[config.mk]
export PLATFORM = sky130hd
export DESIGN_NAME = glyph_pointer_sequencer
export DESIGN_NICKNAME = d
export VERILOG_FILES = /design/src/rtl/glyph_pointer_sequencer.sv
export SDC_FILE = /design/constraint.sdc
export NUM_CORES = 1
export LEC_CHECK = 0
export CORE_MARGIN = 5
export CORE_UTILIZATION = 50
export CTS_CLUSTER_SIZE = 25
export DETAILED_ROUTE_END_ITERATION = 12
export PLACE_DENSITY = 0.79
export SYNTH_ARGS = -nofsm -noshare
export SYNTH_HDL_FRONTEND = slang
export SYNTH_SLANG_ARGS = --single-unit
[constraint.sdc]
create_clock -name clk -period 6.7 [get_ports clk]
set_input_delay 0.67 -clock clk [delete_from_list [all_inputs] [get_ports clk]]
set_output_delay 0.67 -clock clk [all_outputs]
set_load 0.01 [all_outputs]
[src/rtl/glyph_pointer_sequencer.sv]
// glyph_pointer_sequencer
//
// Turns a request of NUM_CHARS packed 4-bit glyph codes plus one glyph row
// into a stream of ROM row pointers, one beat per character, with a
// valid/ready handshake towards the ROM reader.
//
// Code map: 0-9 digits (chip select 01), 10/11 AM/PM (10), 13/14 red/green
// colour labels (11), 12/15 blank. A beat whose row falls outside the
// glyph height is also blank (addr 0, cs 00).
//
// Ports
//   clk       : clock
//   reset     : synchronous, active-high reset
//   start     : request strobe, only looked at while idle
//   codes     : packed glyph codes, char 0 in bits [3:0]
//   row       : glyph row to fetch for this request
//   out_addr  : ROM row address (glyph base + row)
//   out_cs    : ROM chip select (00 blank, 01 digits, 10 AM/PM, 11 colour)
//   out_idx   : character index of the current beat
//   out_valid : beat valid
//   out_ready : downstream accepts the beat
//   busy      : request in progress (EMIT or DONE)
//   done      : one-cycle pulse when a request finishes
module glyph_pointer_sequencer #(
    parameter int NUM_CHARS    = 8,
    parameter int DIGIT_STRIDE = 60,
    parameter int DIGIT_H      = 60,
    parameter int LABEL_STRIDE = 20,
    parameter int LABEL_H      = 20,
    parameter int ADDR_W       = 10
) (
    input  logic                         clk,
    input  logic                         reset,
    input  logic                         start,
    input  logic [4*NUM_CHARS-1:0]       codes,
    input  logic [ADDR_W-1:0]            row,
    output logic [ADDR_W-1:0]            out_addr,
    output logic [1:0]                   out_cs,
    output logic [$clog2(NUM_CHARS)-1:0] out_idx,
    output logic                         out_valid,
    input  logic                         out_ready,
    output logic                         busy,
    output logic                         done
);

    localparam int IDX_W = $clog2(NUM_CHARS);

    localparam logic [ADDR_W-1:0] DSTR = ADDR_W'(DIGIT_STRIDE);
    localparam logic [ADDR_W-1:0] DLIM = ADDR_W'(DIGIT_H);
    localparam logic [ADDR_W-1:0] LSTR = ADDR_W'(LABEL_STRIDE);
    localparam logic [ADDR_W-1:0] LLIM = ADDR_W'(LABEL_H);
    localparam logic [IDX_W-1:0]  LAST = IDX_W'(NUM_CHARS - 1);

    typedef enum logic [1:0] {
        IDLE = 2'd0,
        EMIT = 2'd1,
        DONE = 2'd2
    } state_t;

    state_t                   state, state_d;
    logic [4*NUM_CHARS-1:0]   codes_q, codes_d;
    logic [ADDR_W-1:0]        row_q, row_d;
    logic [ADDR_W-1:0]        addr_d;
    logic [1:0]               cs_d;
    logic [IDX_W-1:0]         idx_d;
    logic                     valid_d;

    logic [IDX_W-1:0]         next_idx;
    logic [3:0]               sel_code;
    logic [ADDR_W-1:0]        sel_row;
    logic [ADDR_W+1:0]        beat;

    // Map one code and row to {cs, addr}; anything blank or out of the
    // glyph's height collapses to all zeros.
    function automatic logic [ADDR_W+1:0] map_beat(input logic [3:0]        code,
                                                   input logic [ADDR_W-1:0] r);
        logic [ADDR_W-1:0] base;
        logic [1:0]        cs;
        logic              in_range;
        base     = '0;
        cs       = 2'b00;
        in_range = 1'b0;
        case (code)
            4'd10:       begin base = '0;   cs = 2'b10; end
            4'd11:       begin base = LSTR; cs = 2'b10; end
            4'd13:       begin base = '0;   cs = 2'b11; end
            4'd14:       begin base = LSTR; cs = 2'b11; end
            4'd12, 4'd15: begin base = '0;  cs = 2'b00; end
            default:     begin base = ADDR_W'(code) * DSTR; cs = 2'b01; end
        endcase
        if (cs == 2'b01) in_range = (r < DLIM);
        else             in_range = (r < LLIM);
        if (cs == 2'b00 || !in_range) return '0;
        return {cs, base + r};
    endfunction

    // The beat being loaded is either char 0 straight from the inputs (on
    // acceptance) or the next latched char (on an EMIT handshake).
    assign next_idx = out_idx + IDX_W'(1);

    always_comb begin
        sel_code = codes[3:0];
        sel_row  = row;
        if (state != IDLE) begin
            sel_row = row_q;
            for (int i = 0; i < NUM_CHARS; i++) begin
                if (IDX_W'(i) == next_idx) sel_code = codes_q[4*i +: 4];
            end
        end
    end

    assign beat = map_beat(sel_code, sel_row);

    always_ff @(posedge clk) begin
        if (reset) begin
            state     <= IDLE;
            codes_q   <= '0;
            row_q     <= '0;
            out_addr  <= '0;
            out_cs    <= 2'b00;
            out_idx   <= '0;
            out_valid <= 1'b0;
        end else begin
            state     <= state_d;
            codes_q   <= codes_d;
            row_q     <= row_d;
            out_addr  <= addr_d;
            out_cs    <= cs_d;
            out_idx   <= idx_d;
            out_valid <= valid_d;
        end
    end

    // Outputs only move on acceptance or on a handshake, so they hold
    // steady automatically under backpressure.
    always_comb begin
        state_d = state;
        codes_d = codes_q;
        row_d   = row_q;
        addr_d  = out_addr;
        cs_d    = out_cs;
        idx_d   = out_idx;
        valid_d = out_valid;
        case (state)
            IDLE: begin
                if (start) begin
                    codes_d = codes;
                    row_d   = row;
                    idx_d   = '0;
                    cs_d    = beat[ADDR_W+1:ADDR_W];
                    addr_d  = beat[ADDR_W-1:0];
                    valid_d = 1'b1;
                    state_d = EMIT;
                end
            end
            EMIT: begin
                if (out_valid && out_ready) begin
                    if (out_idx == LAST) begin
                        valid_d = 1'b0;
                        state_d = DONE;
                    end else begin
                        idx_d  = next_idx;
                        cs_d   = beat[ADDR_W+1:ADDR_W];
                        addr_d = beat[ADDR_W-1:0];
                    end
                end
            end
            DONE: begin
                state_d = IDLE;
            end
            default: begin
                state_d = IDLE;
                valid_d = 1'b0;
            end
        endcase
    end

    assign busy = (state != IDLE);
    assign done = (state == DONE);

endmodule

Word level (Yosys, flattened, before mapping)
Cells that the tools add are included.
Widths: inputs -> output; s select.
- reduce and logical (&&, ||, !) cells: 17
- magnitude comparators: 2
- add/sub/neg operators: 2
- multiplexer cells: 36
- bitwise logic cells: 1
- equality and inequality tests: 21
- multipliers: 1
- operators with widths (cell ; number):
    $mux 10 ; 4
    $pmux 10 s2 ; 2
    $mux 4 ; 9
    $eq 4x4->1 const B ; 6
    $mux 12 ; 2
    $eq 3x3->1 const A ; 4
    $mux 2 ; 6
    $add 10x10->10 ; 1
    $lt 10x5->1 const B ; 1
    $lt 10x6->1 const B ; 1
    $mux 3 ; 3
    $mul 4x4->8 const B ; 1
    $ne 2x2->1 const B ; 4
    $pmux 2 s2 ; 2
    $reduce_and 4->1 ; 2
    $reduce_or 2->1 ; 4
    $eq 2x3->1 const A ; 2
    $pmux 2 s3 ; 1
    $pmux 3 s2 ; 1
    $mux 1 ; 5
    $eq 2x1->1 const B ; 2
    $logic_not 2->1 ; 2
    $reduce_bool 2->1 ; 2
    $reduce_or 4->1 ; 1
    12 further kinds ; 12
- output and inout port bits: 18
- bits of input ports: 46
- register bits: 60

Depth between registers and ports, before layout
Gate-level depths: netlist of the first run.
- word-level depth: 23
- depth in mapped cells: 25
- mapped depth without buffers: 24

Worst setup path before layout of the first run
OpenSTA, ideal clock, no wires.
- kind: register -> register
- from: register out_idx[0]
- to: register out_addr[8]
- buffers on the path: 1
- setup slack: 1607 ps
- cell stages (with the launch flop): 24
- arrival time: 4965 ps
- library setup time: 128 ps
- cells stage by stage: dfxtp_1 -> inv_1 -> ha_1 -> buf_2 -> nor2_1 -> a31o_2 -> a32oi_1 -> a211o_1 -> a22o_1 -> a31oi_1 -> ha_1 -> inv_1 -> fa_1 -> inv_1 -> ha_1 -> a21o_1 -> a21oi_1 -> xor2_1 -> nor2_1 -> ha_1 -> a21o_1 -> or3_1 -> a32oi_1 -> nor2_1
- cells in the longest elaborated chain, start to end: 23
- ends and longest elaborated chain (element ; RTL line ; text):
    from (decl) ; 39 ; output logic [$clog2(NUM_CHARS)-1:0] out_idx,
    from (signal assigned) ; 129 ; out_idx <= idx_d;
    branches (longest 23 deep; another with $mul 4x4->8) ; n/a ;
    to (signal assigned) ; 127 ; out_addr <= addr_d;
    to (decl) ; 37 ; output logic [ADDR_W-1:0] out_addr,
Parallel ways; which one is timed is not known. The select of a mux whose other input is x is not followed.
A chain may end at the register's enable or synchronous reset.

Final worst setup path of the first run
Ends and elaborated chain as after synthesis.

==> results of run 1 <==
[metrics by stage]
stage               hold WS [ns]  utilization (%)
finish                    0.4547            63.51
global route              0.4858            63.51
CTS                       0.4566            63.51
detailed placement        0.4474            60.73
global placement          0.4402            60.73
floorplan                 0.4312                -
[state kept, by name, summed over array words and instances, names as in the netlist]
name,flops
state,2
out_addr,10
out_valid,1
out_cs,2
row_q,10
codes_q,32
out_idx,3
[cells in the final DEF (no fill, tap or decap), drive strengths merged, types with 2 or more instances in the layout]
cell type	n
ha	28
a31oi	2
nor3b	3
a31o	2
o41ai	2
and3	3
a21o	7
nand2	129
nand3b	3
buf	4
nor2	33
and2	6
mux2i	5
o211ai	5
fa	6
o21ai	15
clkbuf	13
xor2	5
xnor2	3
nor4	2
a2bb2oi	2
mux2	4
dfxtp	60
nand3	4
a21oi	73
nand2b	4
inv	28
clkinvlp	2
nor3	3
a22oi	11
a32oi	2
nor2b	5
o22ai	6
clkdlybuf4s50	62
[power by group]
group	internal, uW	total, uW	switching (uW)	leakage (uW)
Clock	192	337	145	0.0000959
Sequential	379	394	15.3	0.000491
Combinational	193	416	223	0.00134
Total	764	1150	383	0.00193
[how the worst min path moves through the flow]
stage / from / endpoint / slack (ns) / cells after the start
after floorplan: codes_q[10] / codes_q[10] / 0.43 / 2
after global placement: row_q[5] / row_q[5] / 0.44 / 2
after detailed placement: row_q[5] / row_q[5] / 0.45 / 2
after CTS: row_q[5] / row_q[5] / 0.46 / 2
after global routing: codes_q[3] / codes_q[3] / 0.49 / 2
final: codes_q[9] / codes_q[9] / 0.45 / 2
[routing by layer]
metal / global-route usage [%] / part of all wire, %
met4: 8.413 / 2.0
met5: 0 / 0
met2: 33.76 / 48
met1: 25.10 / 44
met3: 4.092 / 6.1
[area by class of cell]
type / count / area (um2) / area share (%)
tap: 99 / 123.9 / 2.661
clock inverter: 3 / 45.04 / 0.9675
multi-input combinational: 386 / 2367 / 50.85
timing repair buffer: 66 / 648.1 / 13.92
clock buffer: 13 / 158.9 / 3.413
sequential: 60 / 1201 / 25.80
inverter: 29 / 111.4 / 2.392
[critical path, cell delays in order, from the launching register on]
cell	delay, ns
sky130_fd_sc_hd__dfxtp_1	0.42
sky130_fd_sc_hd__inv_1	0.12
sky130_fd_sc_hd__ha_1	0.42
sky130_fd_sc_hd__nor3b_1	0.24
sky130_fd_sc_hd__o311ai_0	0.58
sky130_fd_sc_hd__a31oi_1	0.19
sky130_fd_sc_hd__o22ai_2	0.29
sky130_fd_sc_hd__inv_1	0.16
sky130_fd_sc_hd__fa_1	0.54
sky130_fd_sc_hd__fa_1	0.54
sky130_fd_sc_hd__inv_1	0.06
sky130_fd_sc_hd__ha_1	0.28
sky130_fd_sc_hd__a21o_1	0.22
sky130_fd_sc_hd__a21oi_1	0.17
sky130_fd_sc_hd__xor2_1	0.15
sky130_fd_sc_hd__nor2_1	0.06
sky130_fd_sc_hd__ha_1	0.33
sky130_fd_sc_hd__a21o_1	0.20
sky130_fd_sc_hd__or3_1	0.30
sky130_fd_sc_hd__a32oi_1	0.19
sky130_fd_sc_hd__nor2_1	0.05
[kinds of logic (layout without fill, tap and decap cells)]
family,count (synthesis),count (layout),share of synthesized area [%]
buffers and inverters,57,111,6.277
muxes,9,9,2.498
and+or+nand+nor,200,200,23.27
AOI/OAI and AO/OA,135,135,22.22
DFF,60,60,31.55
adders and majority gates,34,34,12.36
xor gates and xnor gates,8,8,1.840
==> impl_results.rst, run 1 <==
.. list-table::
   :header-rows: 1

   * - Metric
     - Value
   * - Worst vdd rail ir drop
     - 0.1118 mV
   * - Global-route congestion overflow total
     - 0
   * - Reg clk slew, reported paths
     - 0.07 ns
   * - Count of different cell masters after synthesis
     - 57
   * - Commonest cells post-synth
     - sky130_fd_sc_hd__nand2_1 (128), sky130_fd_sc_hd__a21oi_1 (73), sky130_fd_sc_hd__dfxtp_1 (60)
   * - Shortest clock period the worst path allows after layout
     - between 5 and 6 ns
   * - Setup WS pre-CTS
     - approximately 1.1 ns
   * - Fraction of layout cells with a size suffix above 1
     - 6.463%
   * - R2r startpoint
     - out_idx[0]
   * - Number of global-route vias before repair
     - 3416
   * - Flop and latch count out of synthesis
     - 60
   * - Top area cells in the synthesized netlist
     - sky130_fd_sc_hd__dfxtp_1 (32%), sky130_fd_sc_hd__nand2_1 (13%), sky130_fd_sc_hd__a21oi_1 (9.6%)
   * - Total via count in the routed design
     - between 3k and 4k
   * - Post-DRT Antenna Nets
     - 0
   * - Max Fclk
     - ~0.18 GHz
   * - Overall die area
     - 9460 um2
   * - TritonCTS buffer count
     - 9
   * - Worst endpoint required time
     - roughly 7 ns
   * - Endpoint of the most critical register-to-register path
     - out_addr[8]
   * - Post-synth top area share
     - a little under a third
   * - Classification of the worst-slack hold path
     - flip-flop to flip-flop
   * - Unrepaired setup endpoints after global routing
     - false
   * - Leakage power
     - approximately 0.0019 uW
   * - CTS H-tree depth
     - 3
   * - DP HPWL
     - 6.892 mm
   * - Post-synthesis instance area
     - around 3800 um2
   * - Net count, final
     - about 630
   * - Number of antenna violations at the first check in global routing
     - 0
   * - Wire length of the first global-routing pass
     - 15.96 mm
   * - Max-cap viol count
     - 0
   * - Final critical-path share of the clock period
     - 84.49%
   * - Share of async-settable or async-resettable flops after synthesis
     - 0%
   * - Via-per-instance ratio
     - 5.512
   * - Source-to-sink clock delay at the later pin of the worst-skew pair
     - 0.34 ns
   * - Number of detailed-routing iterations run before antenna repair
     - 5
   * - Final-report max-slew violation count
     - 0
   * - Cell type with the highest aggregate area in the netlist
     - sky130_fd_sc_hd__dfxtp_1
   * - Post-Synthesis Net Count
     - 583
   * - Most instantiated flip-flop cell in the synthesis netlist
     - sky130_fd_sc_hd__dfxtp_1
   * - Non-Filler Instances
     - 656
   * - Capturing instance or port of the critical path
     - out_addr[8]
   * - Post-synthesis to final-layout area growth
     - 22.28%
   * - Routability congestion estimate from global placement
     - 0.8771
   * - Critical path capture point type
     - flip-flop
   * - Syn avg cell area
     - 7.569 um2
   * - Port bufs
     - between 60 and 70
   * - Clock tree from TritonCTS
     - done
   * - Std cell rows
     - 31
   * - Post-Route WL
     - between 9 and 10 mm
   * - Slew @ Worst Pin
     - ~0.62 ns
   * - Max-slew headroom
     - 58.77%
   * - Quantity of hold-fixing buffers added after cts
     - 0
   * - Count of fill cells added during filler insertion
     - 635
   * - Final Hold Vio Count
     - 0
   * - Initial drt markers
     - 182
   * - Worst reg2reg path depth
     - 20
   * - Result of the run
     - finished clean
   * - Area of the core
     - 7331 um2
   * - Diodes inserted
     - 0
   * - CP Class
     - flip-flop to flip-flop
   * - Setup skew after layout
     - 0.008730 ns
   * - Post-cts gate resize count
     - 0
   * - Largest net degree at the start of global routing
     - 62
   * - Cells after Synth
     - 503
   * - Count of flip-flops with a built-in enable after synthesis
     - 0
   * - Initial core utilization
     - roughly half
   * - Worst Setup Slack, final
     - 1.039 ns
   * - Max Root-Sink Buffers
     - 2
   * - Die Wd
     - roughly 97 um
   * - Cell at the root of the clock tree
     - sky130_fd_sc_hd__clkbuf_8
   * - Sequential cell area fraction in the yosys report
     - a little under a third
   * - Die extent in y
     - 97.26 um
   * - Number of warnings printed during yosys synthesis
     - 0
   * - Number of buffers inserted by post-CTS setup repair
     - 0
   * - Count of endpoints failing setup in the final report
     - 0
   * - Startpoint kind of the worst setup timing path
     - flip-flop
   * - Setup slack, reg-to-reg
     - 1.04 ns
   * - Post-route standard cell area excluding fillers
     - 4656 um2
   * - Avg WL per Cell
     - 14.30 um
   * - Crit Path Max Fanout
     - 18
   * - Power per cell area
     - 246.4 nW/um2
   * - Leading cell type by number of instances after synthesis
     - sky130_fd_sc_hd__nand2_1
   * - Aggregate global-route resource usage
     - 20.12%
   * - Total Power Consumption
     - between 1000 and 1500 uW
   * - Number of remaining DRC errors
     - 0
   * - Crit path arrival time
     - 5.87 ns
   * - Area of placed instances
     - 4452 um2
   * - CP startpoint
     - out_idx[0]
   * - Total Neg Setup Slack
     - 0 ns
   * - Top Ports
     - 64
   * - Number of cells in the design after placement
     - 640
   * - Clk sinks
     - 60
Power figures use the tool's default switching activity.
==> run 2: changes to the inputs <==
--- a/config.mk
+++ b/config.mk
@@ -6,10 +6,10 @@
 export NUM_CORES = 1
 export LEC_CHECK = 0
 export CORE_MARGIN = 5
-export CORE_UTILIZATION = 50
+export CORE_UTILIZATION = 49
 export CTS_CLUSTER_SIZE = 25
 export DETAILED_ROUTE_END_ITERATION = 12
-export PLACE_DENSITY = 0.79
+export PLACE_DENSITY = 0.8
 export SYNTH_ARGS = -nofsm -noshare
 export SYNTH_HDL_FRONTEND = slang
 export SYNTH_SLANG_ARGS = --single-unit
==> constraint.sdc (replaced) <==
create_clock -name clk -period 4.75 [get_ports clk]
set_input_delay 0.475 -clock clk [delete_from_list [all_inputs] [get_ports clk]]
set_output_delay 0.475 -clock clk [all_outputs]
set_load 0.01 [all_outputs]
==> impl_results.rst, run 2 (same netlist as run 1, synthesis figures left out) <==
.. list-table::
   :header-rows: 1

   * - Metric
     - Value
   * - Number of global-route vias before repair
     - 3700 (was 3416)
   * - Clk sinks
     - 60 (unchanged)
   * - Total Power Consumption
     - 1763 uW (was 1147 uW)
   * - Combined area of the multi-input logic cells
     - 2495 um2 (was 2367 um2)
   * - Initial core utilization
     - 49.79% (was 51.94%)
   * - Result of the run
     - complete, but fails checks (was finished clean)
   * - Routability congestion estimate from global placement
     - 0.9660 (was 0.8771)
   * - Aggregate global-route resource usage
     - 20.74% (was 20.12%)
   * - Top Ports
     - 64 (unchanged)
   * - Fraction of layout cells with a size suffix above 1
     - 16.13% (was 6.463%)
   * - Combinational fraction of design power
     - 38.6% (was 36.3%)
   * - Post-DRT Antenna Nets
     - 0 (unchanged)
   * - TritonCTS buffer count
     - 9 (unchanged)
   * - Net count, final
     - 670 (was 632)
   * - Clock share of power
     - 30.0% (was 29.4%)
   * - Number of detailed-routing iterations run before antenna repair
     - 5 (unchanged)
   * - Final-report max-slew violation count
     - 0 (unchanged)
   * - Std cell rows
     - 32 (was 31)
   * - Classification of the worst-slack hold path
     - flip-flop to flip-flop (unchanged)
   * - Max-slew headroom
     - 57.49% (was 58.77%)
   * - Number of remaining DRC errors
     - 0 (unchanged)
   * - Max reg flops
     - 32 (unchanged)
   * - Max stage delay on crit path
     - 0.54 ns (was 0.58 ns)
   * - Wire length of the first global-routing pass
     - 16.66 mm (was 15.96 mm)
   * - CTS H-tree depth
     - 3 (unchanged)
   * - Largest net degree at the start of global routing
     - 43 (was 62)
   * - Overall die area
     - 9633 um2 (was 9460 um2)
   * - Total via count in the routed design
     - 3742 (was 3616)
   * - WHS Endpoint
     - row_q[5] (was codes_q[9])
   * - Leading cell type in the layout, fill and taps excluded
     - sky130_fd_sc_hd__nand2_1 (unchanged)
   * - Endpoint of the most critical register-to-register path
     - out_addr[8] (unchanged)
   * - Register containing the most flip-flops in the final layout
     - codes_q (unchanged)
   * - Die Wd
     - 98.15 um (was 97.26 um)
   * - Cell at the root of the clock tree
     - sky130_fd_sc_hd__clkbuf_8 (unchanged)
   * - Worst reg2reg path depth
     - 20 (unchanged)
   * - Setup skew after layout
     - 0.01150 ns (was 0.008730 ns)
   * - Net switching power figure
     - 563.2 uW (was 383.1 uW)
   * - Gate family responsible for the most delay along the worst path
     - adder cells (unchanged)
   * - Biggest registers after layout
     - codes_q: 32 flops, out_addr: 10 flops, row_q: 10 flops (unchanged)
   * - Post-route standard cell area excluding fillers
     - 5107 um2 (was 4656 um2)
   * - Die extent in y
     - 98.15 um (was 97.26 um)
   * - Switching Share
     - 31.95% (was 33.39%)
   * - Post-synthesis to final-layout area growth
     - 34.14% (was 22.28%)
   * - Crit Path Max Fanout
     - 6 (was 18)
   * - Cell internal pwr
     - 1199 uW (was 764.2 uW)
   * - Number of antenna violations at the first check in global routing
     - 0 (unchanged)
   * - Post-Route WL
     - 9.808 mm (was 9.381 mm)
   * - Critical path capture point type
     - flip-flop (unchanged)
   * - Critical-path cell with the highest stage delay
     - sky130_fd_sc_hd__fa_1 (was sky130_fd_sc_hd__o311ai_0)
   * - Initial drt markers
     - 172 (was 182)
   * - Area of the core
     - 7647 um2 (was 7331 um2)
   * - Avg WL per Cell
     - 14.07 um (was 14.30 um)
   * - Top library cells by usage in the layout, fill and taps aside
     - sky130_fd_sc_hd__nand2_1 (128), sky130_fd_sc_hd__a21oi_1 (69), sky130_fd_sc_hd__clkdlybuf4s50_1 (62) (was sky130_fd_sc_hd__nand2_1 (128), sky130_fd_sc_hd__a21oi_1 (73), sky130_fd_sc_hd__clkdlybuf4s50_1 (62))
   * - Crit path arrival time
     - 5.12 ns (was 5.87 ns)
   * - Final design utilization
     - 66.79% (was 63.51%)
   * - Power per cell area
     - 345.1 nW/um2 (was 246.4 nW/um2)
   * - Unrepaired setup endpoints after global routing
     - true (was false)
   * - Worst vdd rail ir drop
     - 0.1950 mV (was 0.1118 mV)
   * - Register area
     - 1209 um2 (was 1201 um2)
   * - Critical path, cell by cell
     - ha_4 > ha_4 > nor2_4 > a32oi_2 > a211o_1 > a22o_1 > a31o_2 > fa_1 > fa_1 > inv_1 > ha_1 > a21o_1 > a21oi_2 > xor2_1 > nor2_1 > ha_1 > a21o_1 > or3_1 > a32oi_1 > nor2_1 (was inv_1 > ha_1 > nor3b_1 > o311ai_0 > a31oi_1 > o22ai_2 > inv_1 > fa_1 > fa_1 > inv_1 > ha_1 > a21o_1 > a21oi_1 > xor2_1 > nor2_1 > ha_1 > a21o_1 > or3_1 > a32oi_1 > nor2_1)
   * - Reg clk slew, reported paths
     - 0.07 ns (about the same)
   * - Startpoint kind of the worst setup timing path
     - flip-flop (unchanged)
   * - Final critical-path share of the clock period
     - 103.2% (was 84.49%)
   * - Worst Setup Slack, final
     - -0.1540 ns (was 1.039 ns)
   * - Source-to-sink clock delay at the later pin of the worst-skew pair
     - 0.33 ns (was 0.34 ns)
   * - DP HPWL
     - 7.197 mm (was 6.892 mm)
   * - Worst endpoint required time
     - 4.97 ns (was 6.90 ns)
   * - Final Hold Vio Count
     - 0 (unchanged)
   * - Slew @ Worst Pin
     - 0.6376 ns (was 0.6184 ns)
   * - Port bufs
     - 63 (unchanged)
   * - Origin of the worst min-delay path
     - row_q[5] (was codes_q[9])
   * - Hold Path Stages
     - 2 (unchanged)
   * - Max Root-Sink Buffers
     - 2 (unchanged)
   * - Max-cap viol count
     - 0 (unchanged)
   * - Relative contribution of sequential cells to total power
     - 31.4% (was 34.3%)
   * - Area of placed instances
     - 4750 um2 (was 4452 um2)
   * - Setup slack, reg-to-reg
     - -0.15 ns (was 1.04 ns)
   * - Global-route congestion overflow total
     - 0 (unchanged)
   * - Violated checks
     - negative setup slack
   * - Diodes inserted
     - 0 (unchanged)
   * - Max Fclk
     - 0.2039 GHz (was 0.1767 GHz)
   * - Clock tree from TritonCTS
     - done (unchanged)
   * - CP Class
     - flip-flop to flip-flop (unchanged)
   * - R2r startpoint
     - out_idx[0] (unchanged)
   * - Leakage power
     - 0.002139 uW (was 0.001930 uW)
   * - Via-per-instance ratio
     - 5.369 (was 5.512)
   * - Buffer and inverter count on the worst path
     - 1 (was 3)
   * - Count of fill cells added during filler insertion
     - 633 (was 635)
   * - Count of endpoints failing setup in the final report
     - 3 (was 0)
   * - Shortest clock period the worst path allows after layout
     - 4.904 ns (was 5.661 ns)
-- run 2: power by group through the flow --
stage               sequential (uW)  clock [uW]  combinational (uW)
global route                    558         555                 756
global placement                564           0                 622
finish                          554         529                 680
detailed placement              565           0                 646
floorplan                       561           0                 443
CTS                             554         534                 662
-- run 2: worst reg2reg max path: stages (launching register included) --
cell	delay (ns)
sky130_fd_sc_hd__dfxtp_4	0.38
sky130_fd_sc_hd__ha_4	0.17
sky130_fd_sc_hd__ha_4	0.25
sky130_fd_sc_hd__nor2_4	0.12
sky130_fd_sc_hd__a32oi_2	0.13
sky130_fd_sc_hd__a211o_1	0.28
sky130_fd_sc_hd__a22o_1	0.22
sky130_fd_sc_hd__a31o_2	0.26
sky130_fd_sc_hd__fa_1	0.50
sky130_fd_sc_hd__fa_1	0.54
sky130_fd_sc_hd__inv_1	0.05
sky130_fd_sc_hd__ha_1	0.27
sky130_fd_sc_hd__a21o_1	0.19
sky130_fd_sc_hd__a21oi_2	0.15
sky130_fd_sc_hd__xor2_1	0.15
sky130_fd_sc_hd__nor2_1	0.07
sky130_fd_sc_hd__ha_1	0.35
sky130_fd_sc_hd__a21o_1	0.18
sky130_fd_sc_hd__or3_1	0.30
sky130_fd_sc_hd__a32oi_1	0.20
sky130_fd_sc_hd__nor2_1	0.06
-- run 2: worst max-delay path by stage --
stage	from	to	depth (start not counted)
detailed placement	codes[1]	out_addr[8]	18
floorplan	out_idx[0]	out_addr[8]	21
CTS	out_idx[0]	out_addr[8]	20
global placement	codes[1]	out_addr[9]	18
global route	out_idx[1]	out_addr[8]	23
finish	out_idx[0]	out_addr[8]	20
-- run 2: per-layer routing --
layer,part of all wire (%),vias to the layer above,GRT usage [%]
met4,1.7,0,8.088
met1,42,1723,24.96
li1,-,1877,-
met2,50,127,35.97
met5,0,-,0
met3,6.6,15,4.643
-- run 2: layout make-up --
| class | instances | area share (%) |
|---|---|---|
| multi-input cells | 386 | 48.85 |
| flip-flops and latches | 60 | 23.66 |
| repair buffers | 104 | 18.35 |
| clock buffers | 13 | 3.111 |
| well taps | 102 | 2.499 |
| inverters | 29 | 2.180 |
| clock inverters | 3 | 1.347 |
-- run 2: timing repair --
| action | in CTS | in global routing |
|---|---|---|
| setup endpoints to repair | 3 | 4 |
| buffers inserted | 3 | 3 |
| hold buffers | 0 | 0 |
| cloned | 0 | 0 |
| pin swaps | 6 | 13 |
| gates resized for setup | 10 | 11 |
-- run 2: stage by stage --
| stage | setup TNS, ns | hold WS [ns] | setup slack [ns] | instances |
|---|---|---|---|---|
| CTS | -0.2175 | 0.4554 | -0.1178 | 694 |
| global route | -1.153 | 0.4769 | -0.4261 | 697 |
| floorplan | 0 | 0.4312 | 0.00009326 | 503 |
| global placement | -0.2261 | 0.4403 | -0.1282 | 675 |
| finish | -0.3275 | 0.4565 | -0.1540 | 697 |
| detailed placement | -0.4529 | 0.4460 | -0.2303 | 675 |
==> run 3: changes to the inputs <==
--- a/config.mk
+++ b/config.mk
@@ -6,10 +6,10 @@
 export NUM_CORES = 1
 export LEC_CHECK = 0
 export CORE_MARGIN = 5
-export CORE_UTILIZATION = 49
+export CORE_UTILIZATION = 30
 export CTS_CLUSTER_SIZE = 25
 export DETAILED_ROUTE_END_ITERATION = 12
-export PLACE_DENSITY = 0.8
+export PLACE_DENSITY = 0.55
 export SYNTH_ARGS = -nofsm -noshare
 export SYNTH_HDL_FRONTEND = slang
 export SYNTH_SLANG_ARGS = --single-unit
==> impl_results.rst, run 3 (same netlist as run 1, synthesis figures left out) <==
.. list-table::
   :header-rows: 1

   * - Metric
     - Value
   * - Final design utilization
     - 43.55% (was 66.79%)
   * - Worst Setup Slack, final
     - -0.09451 ns (was -0.1540 ns)
   * - Unrepaired setup endpoints after global routing
     - true (unchanged)
   * - Final-report max-slew violation count
     - 0 (unchanged)
   * - Area of placed instances
     - 4920 um2 (was 4750 um2)
   * - Violated checks
     - negative setup slack (unchanged)
   * - Cell internal pwr
     - 1332 uW (was 1199 uW)
   * - Net switching power figure
     - 603.8 uW (was 563.2 uW)
   * - Top library cells by usage in the layout, fill and taps aside
     - sky130_fd_sc_hd__nand2_1 (128), sky130_fd_sc_hd__a21oi_1 (69), sky130_fd_sc_hd__clkdlybuf4s50_1 (62) (unchanged)
   * - Worst vdd rail ir drop
     - 0.1830 mV (was 0.1950 mV)
   * - Post-DRT Antenna Nets
     - 0 (unchanged)
   * - Worst reg2reg path depth
     - 21 (was 20)
   * - Aggregate global-route resource usage
     - 15.18% (was 20.74%)
   * - Clock share of power
     - 34.3% (was 30.0%)
   * - Post-route standard cell area excluding fillers
     - 5451 um2 (was 5107 um2)
   * - CP Class
     - flip-flop to flip-flop (unchanged)
   * - Max stage delay on crit path
     - 0.56 ns (was 0.54 ns)
   * - Std cell rows
     - 41 (was 32)
   * - Source-to-sink clock delay at the later pin of the worst-skew pair
     - 0.33 ns (about the same)
   * - Max Root-Sink Buffers
     - 2 (unchanged)
   * - Max-slew headroom
     - 55.06% (was 57.49%)
   * - Max Fclk
     - 0.2064 GHz (was 0.2039 GHz)
   * - Initial core utilization
     - 30.42% (was 49.79%)
   * - Count of endpoints failing setup in the final report
     - 3 (unchanged)
   * - Startpoint kind of the worst setup timing path
     - flip-flop (unchanged)
   * - Number of detailed-routing iterations run before antenna repair
     - 4 (was 5)
   * - Cell at the root of the clock tree
     - sky130_fd_sc_hd__clkbuf_16 (was sky130_fd_sc_hd__clkbuf_8)
   * - Final critical-path share of the clock period
     - 102.0% (was 103.2%)
   * - Minimum hold slack
     - 0.4522 ns (was 0.4565 ns)
   * - Shortest clock period the worst path allows after layout
     - 4.845 ns (was 4.904 ns)
   * - Critical-path cell with the highest stage delay
     - sky130_fd_sc_hd__fa_1 (unchanged)
   * - Leakage power
     - 0.002274 uW (was 0.002139 uW)
   * - Result of the run
     - complete, but fails checks (unchanged)
   * - Hold Path Stages
     - 2 (unchanged)
   * - Die Wd
     - 122.7 um (was 98.15 um)
   * - Crit path arrival time
     - 5.06 ns (was 5.12 ns)
   * - Gate family responsible for the most delay along the worst path
     - adder cells (unchanged)
   * - Final Hold Vio Count
     - 0 (unchanged)
   * - CTS H-tree depth
     - 3 (unchanged)
   * - Setup slack, reg-to-reg
     - -0.09 ns (was -0.15 ns)
   * - Switching Share
     - 31.20% (was 31.95%)
   * - Diodes inserted
     - 0 (unchanged)
   * - Register containing the most flip-flops in the final layout
     - codes_q (unchanged)
   * - Max reg flops
     - 32 (unchanged)
   * - Port bufs
     - 63 (unchanged)
   * - Number of global-route vias before repair
     - 3791 (was 3700)
   * - Relative contribution of sequential cells to total power
     - 28.7% (was 31.4%)
   * - Largest net degree at the start of global routing
     - 43 (unchanged)
   * - Initial drt markers
     - 157 (was 172)
   * - Classification of the worst-slack hold path
     - flip-flop to flip-flop (unchanged)
   * - Total Neg Setup Slack
     - -0.1612 ns (was -0.3275 ns)
   * - WHS Endpoint
     - codes_q[11] (was row_q[5])
   * - Quantity of hold-fixing buffers added after cts
     - 0 (unchanged)
   * - Biggest registers after layout
     - codes_q: 32 flops, out_addr: 10 flops, row_q: 10 flops (unchanged)
   * - Area of the core
     - 12520 um2 (was 7647 um2)
   * - DP HPWL
     - 7.965 mm (was 7.197 mm)
   * - Count of fill cells added during filler insertion
     - 1287 (was 633)
   * - Post-synthesis to final-layout area growth
     - 43.18% (was 34.14%)
   * - Crit Path Max Fanout
     - 6 (unchanged)
   * - Avg WL per Cell
     - 13.62 um (was 14.07 um)
   * - Post-Route WL
     - 10.67 mm (was 9.808 mm)
   * - Fraction of layout cells with a size suffix above 1
     - 19.48% (was 16.13%)
   * - Wire length of the first global-routing pass
     - 18.06 mm (was 16.66 mm)
   * - Critical path capture point type
     - flip-flop (unchanged)
   * - Combinational fraction of design power
     - 37.0% (was 38.6%)
   * - Clk sinks
     - 60 (unchanged)
   * - Overall die area
     - 15040 um2 (was 9633 um2)
   * - Power per cell area
     - 355.0 nW/um2 (was 345.1 nW/um2)
   * - Max-cap viol count
     - 0 (unchanged)
   * - Origin of the worst min-delay path
     - codes_q[11] (was row_q[5])
   * - Number of antenna violations at the first check in global routing
     - 0 (unchanged)
   * - Endpoint of the most critical register-to-register path
     - out_addr[8] (unchanged)
   * - Leading cell type in the layout, fill and taps excluded
     - sky130_fd_sc_hd__nand2_1 (unchanged)
   * - Buffer and inverter count on the worst path
     - 1 (unchanged)
   * - Total via count in the routed design
     - 3752 (was 3742)
   * - Clock tree from TritonCTS
     - done (unchanged)
   * - Top Ports
     - 64 (unchanged)
   * - Reg clk slew, reported paths
     - 0.06 ns (was 0.07 ns)
   * - TritonCTS buffer count
     - 9 (unchanged)
   * - Via-per-instance ratio
     - 4.792 (was 5.369)
   * - Net count, final
     - 686 (was 670)
   * - Number of remaining DRC errors
     - 0 (unchanged)
   * - Die extent in y
     - 122.7 um (was 98.15 um)
   * - Global-route congestion overflow total
     - 0 (unchanged)
   * - Slew @ Worst Pin
     - 0.6740 ns (was 0.6376 ns)
   * - Routability congestion estimate from global placement
     - 0.8421 (was 0.9660)
   * - Worst endpoint required time
     - 4.96 ns (was 4.97 ns)
   * - R2r startpoint
     - out_idx[0] (unchanged)
   * - Critical path, cell by cell
     - ha_4 > ha_4 > a31o_4 > a32oi_2 > a211o_1 > a22o_1 > a31o_4 > fa_1 > fa_1 > inv_1 > ha_1 > a21o_1 > a21oi_2 > xor2_1 > nor2_1 > ha_1 > nand2_1 > a21oi_1 > or3_1 > a32oi_1 > nor2_1 (was ha_4 > ha_4 > nor2_4 > a32oi_2 > a211o_1 > a22o_1 > a31o_2 > fa_1 > fa_1 > inv_1 > ha_1 > a21o_1 > a21oi_2 > xor2_1 > nor2_1 > ha_1 > a21o_1 > or3_1 > a32oi_1 > nor2_1)
   * - Setup skew after layout
     - 0.006770 ns (was 0.01150 ns)
run 3: repair_timing:
item	CTS	global route
hold endpoints to repair	0	0
resized for setup	23	10
buffers inserted	7	5
pin swaps	17	21
gates cloned	0	0
endpoints found under the setup margin	3	4
run 3: how the worst max path moves through the flow:
stage | startpoint | to | depth (start not counted)
2_1_floorplan | out_idx[0] | out_addr[8] | 21
3_3_place_gp | codes[1] | out_addr[8] | 18
3_5_place_dp | codes[1] | out_addr[8] | 19
4_1_cts | out_idx[0] | out_addr[8] | 21
5_1_grt | out_idx[0] | out_addr[8] | 21
6_report | out_idx[0] | out_addr[8] | 21
run 3: final cells by class:
cell class	count	area [um2]	share of cell area (%)
inverter	29	115.1	2.112
clock inverter	4	48.80	0.8951
sequential	60	1209	22.17
multi-input combinational	386	2546	46.71
timing repair buffer	120	1061	19.46
clock buffer	12	256.5	4.705
tap	172	215.2	3.948
run 3: through the flow:
step           setup WS [ns]  std cells  power [uW]
2_1_floorplan     0.00009326        503        1004
3_3_place_gp         -0.1405        756        1203
3_5_place_dp         -0.2235        756        1219
4_1_cts             -0.06235        779        1932
5_1_grt              -0.3444        783        2072
6_report            -0.09451        783        1935
run 3: layer usage:
metal	vias to the layer above	global-route usage (%)	part of all wire (%)
met5	-	0	0
met4	0	6.858	2.4
met3	21	3.134	4.9
met2	91	24.49	46
met1	1731	19.51	47
li1	1909	-	-
run 3: worst register-to-register path, cell delays in order (launching register included):
cell and delay [ns]:
sky130_fd_sc_hd__dfxtp_4 0.37, sky130_fd_sc_hd__ha_4 0.17, sky130_fd_sc_hd__ha_4 0.33, sky130_fd_sc_hd__a31o_4 0.11, sky130_fd_sc_hd__a32oi_2 0.06, sky130_fd_sc_hd__a211o_1 0.27
sky130_fd_sc_hd__a22o_1 0.22, sky130_fd_sc_hd__a31o_4 0.23, sky130_fd_sc_hd__fa_1 0.52, sky130_fd_sc_hd__fa_1 0.56, sky130_fd_sc_hd__inv_1 0.05, sky130_fd_sc_hd__ha_1 0.27
sky130_fd_sc_hd__a21o_1 0.18, sky130_fd_sc_hd__a21oi_2 0.13, sky130_fd_sc_hd__xor2_1 0.18, sky130_fd_sc_hd__nor2_1 0.06, sky130_fd_sc_hd__ha_1 0.34, sky130_fd_sc_hd__nand2_1 0.08
sky130_fd_sc_hd__a21oi_1 0.05, sky130_fd_sc_hd__or3_1 0.34, sky130_fd_sc_hd__a32oi_1 0.17, sky130_fd_sc_hd__nor2_1 0.05
run 3: power groups by stage:
stage | Sequential [uW] | Clock (uW) | Combinational, uW
3_5_place_dp | 566 | 0 | 652
4_1_cts | 556 | 679 | 697
2_1_floorplan | 561 | 0 | 443
5_1_grt | 560 | 699 | 813
3_3_place_gp | 565 | 0 | 637
6_report | 556 | 663 | 716
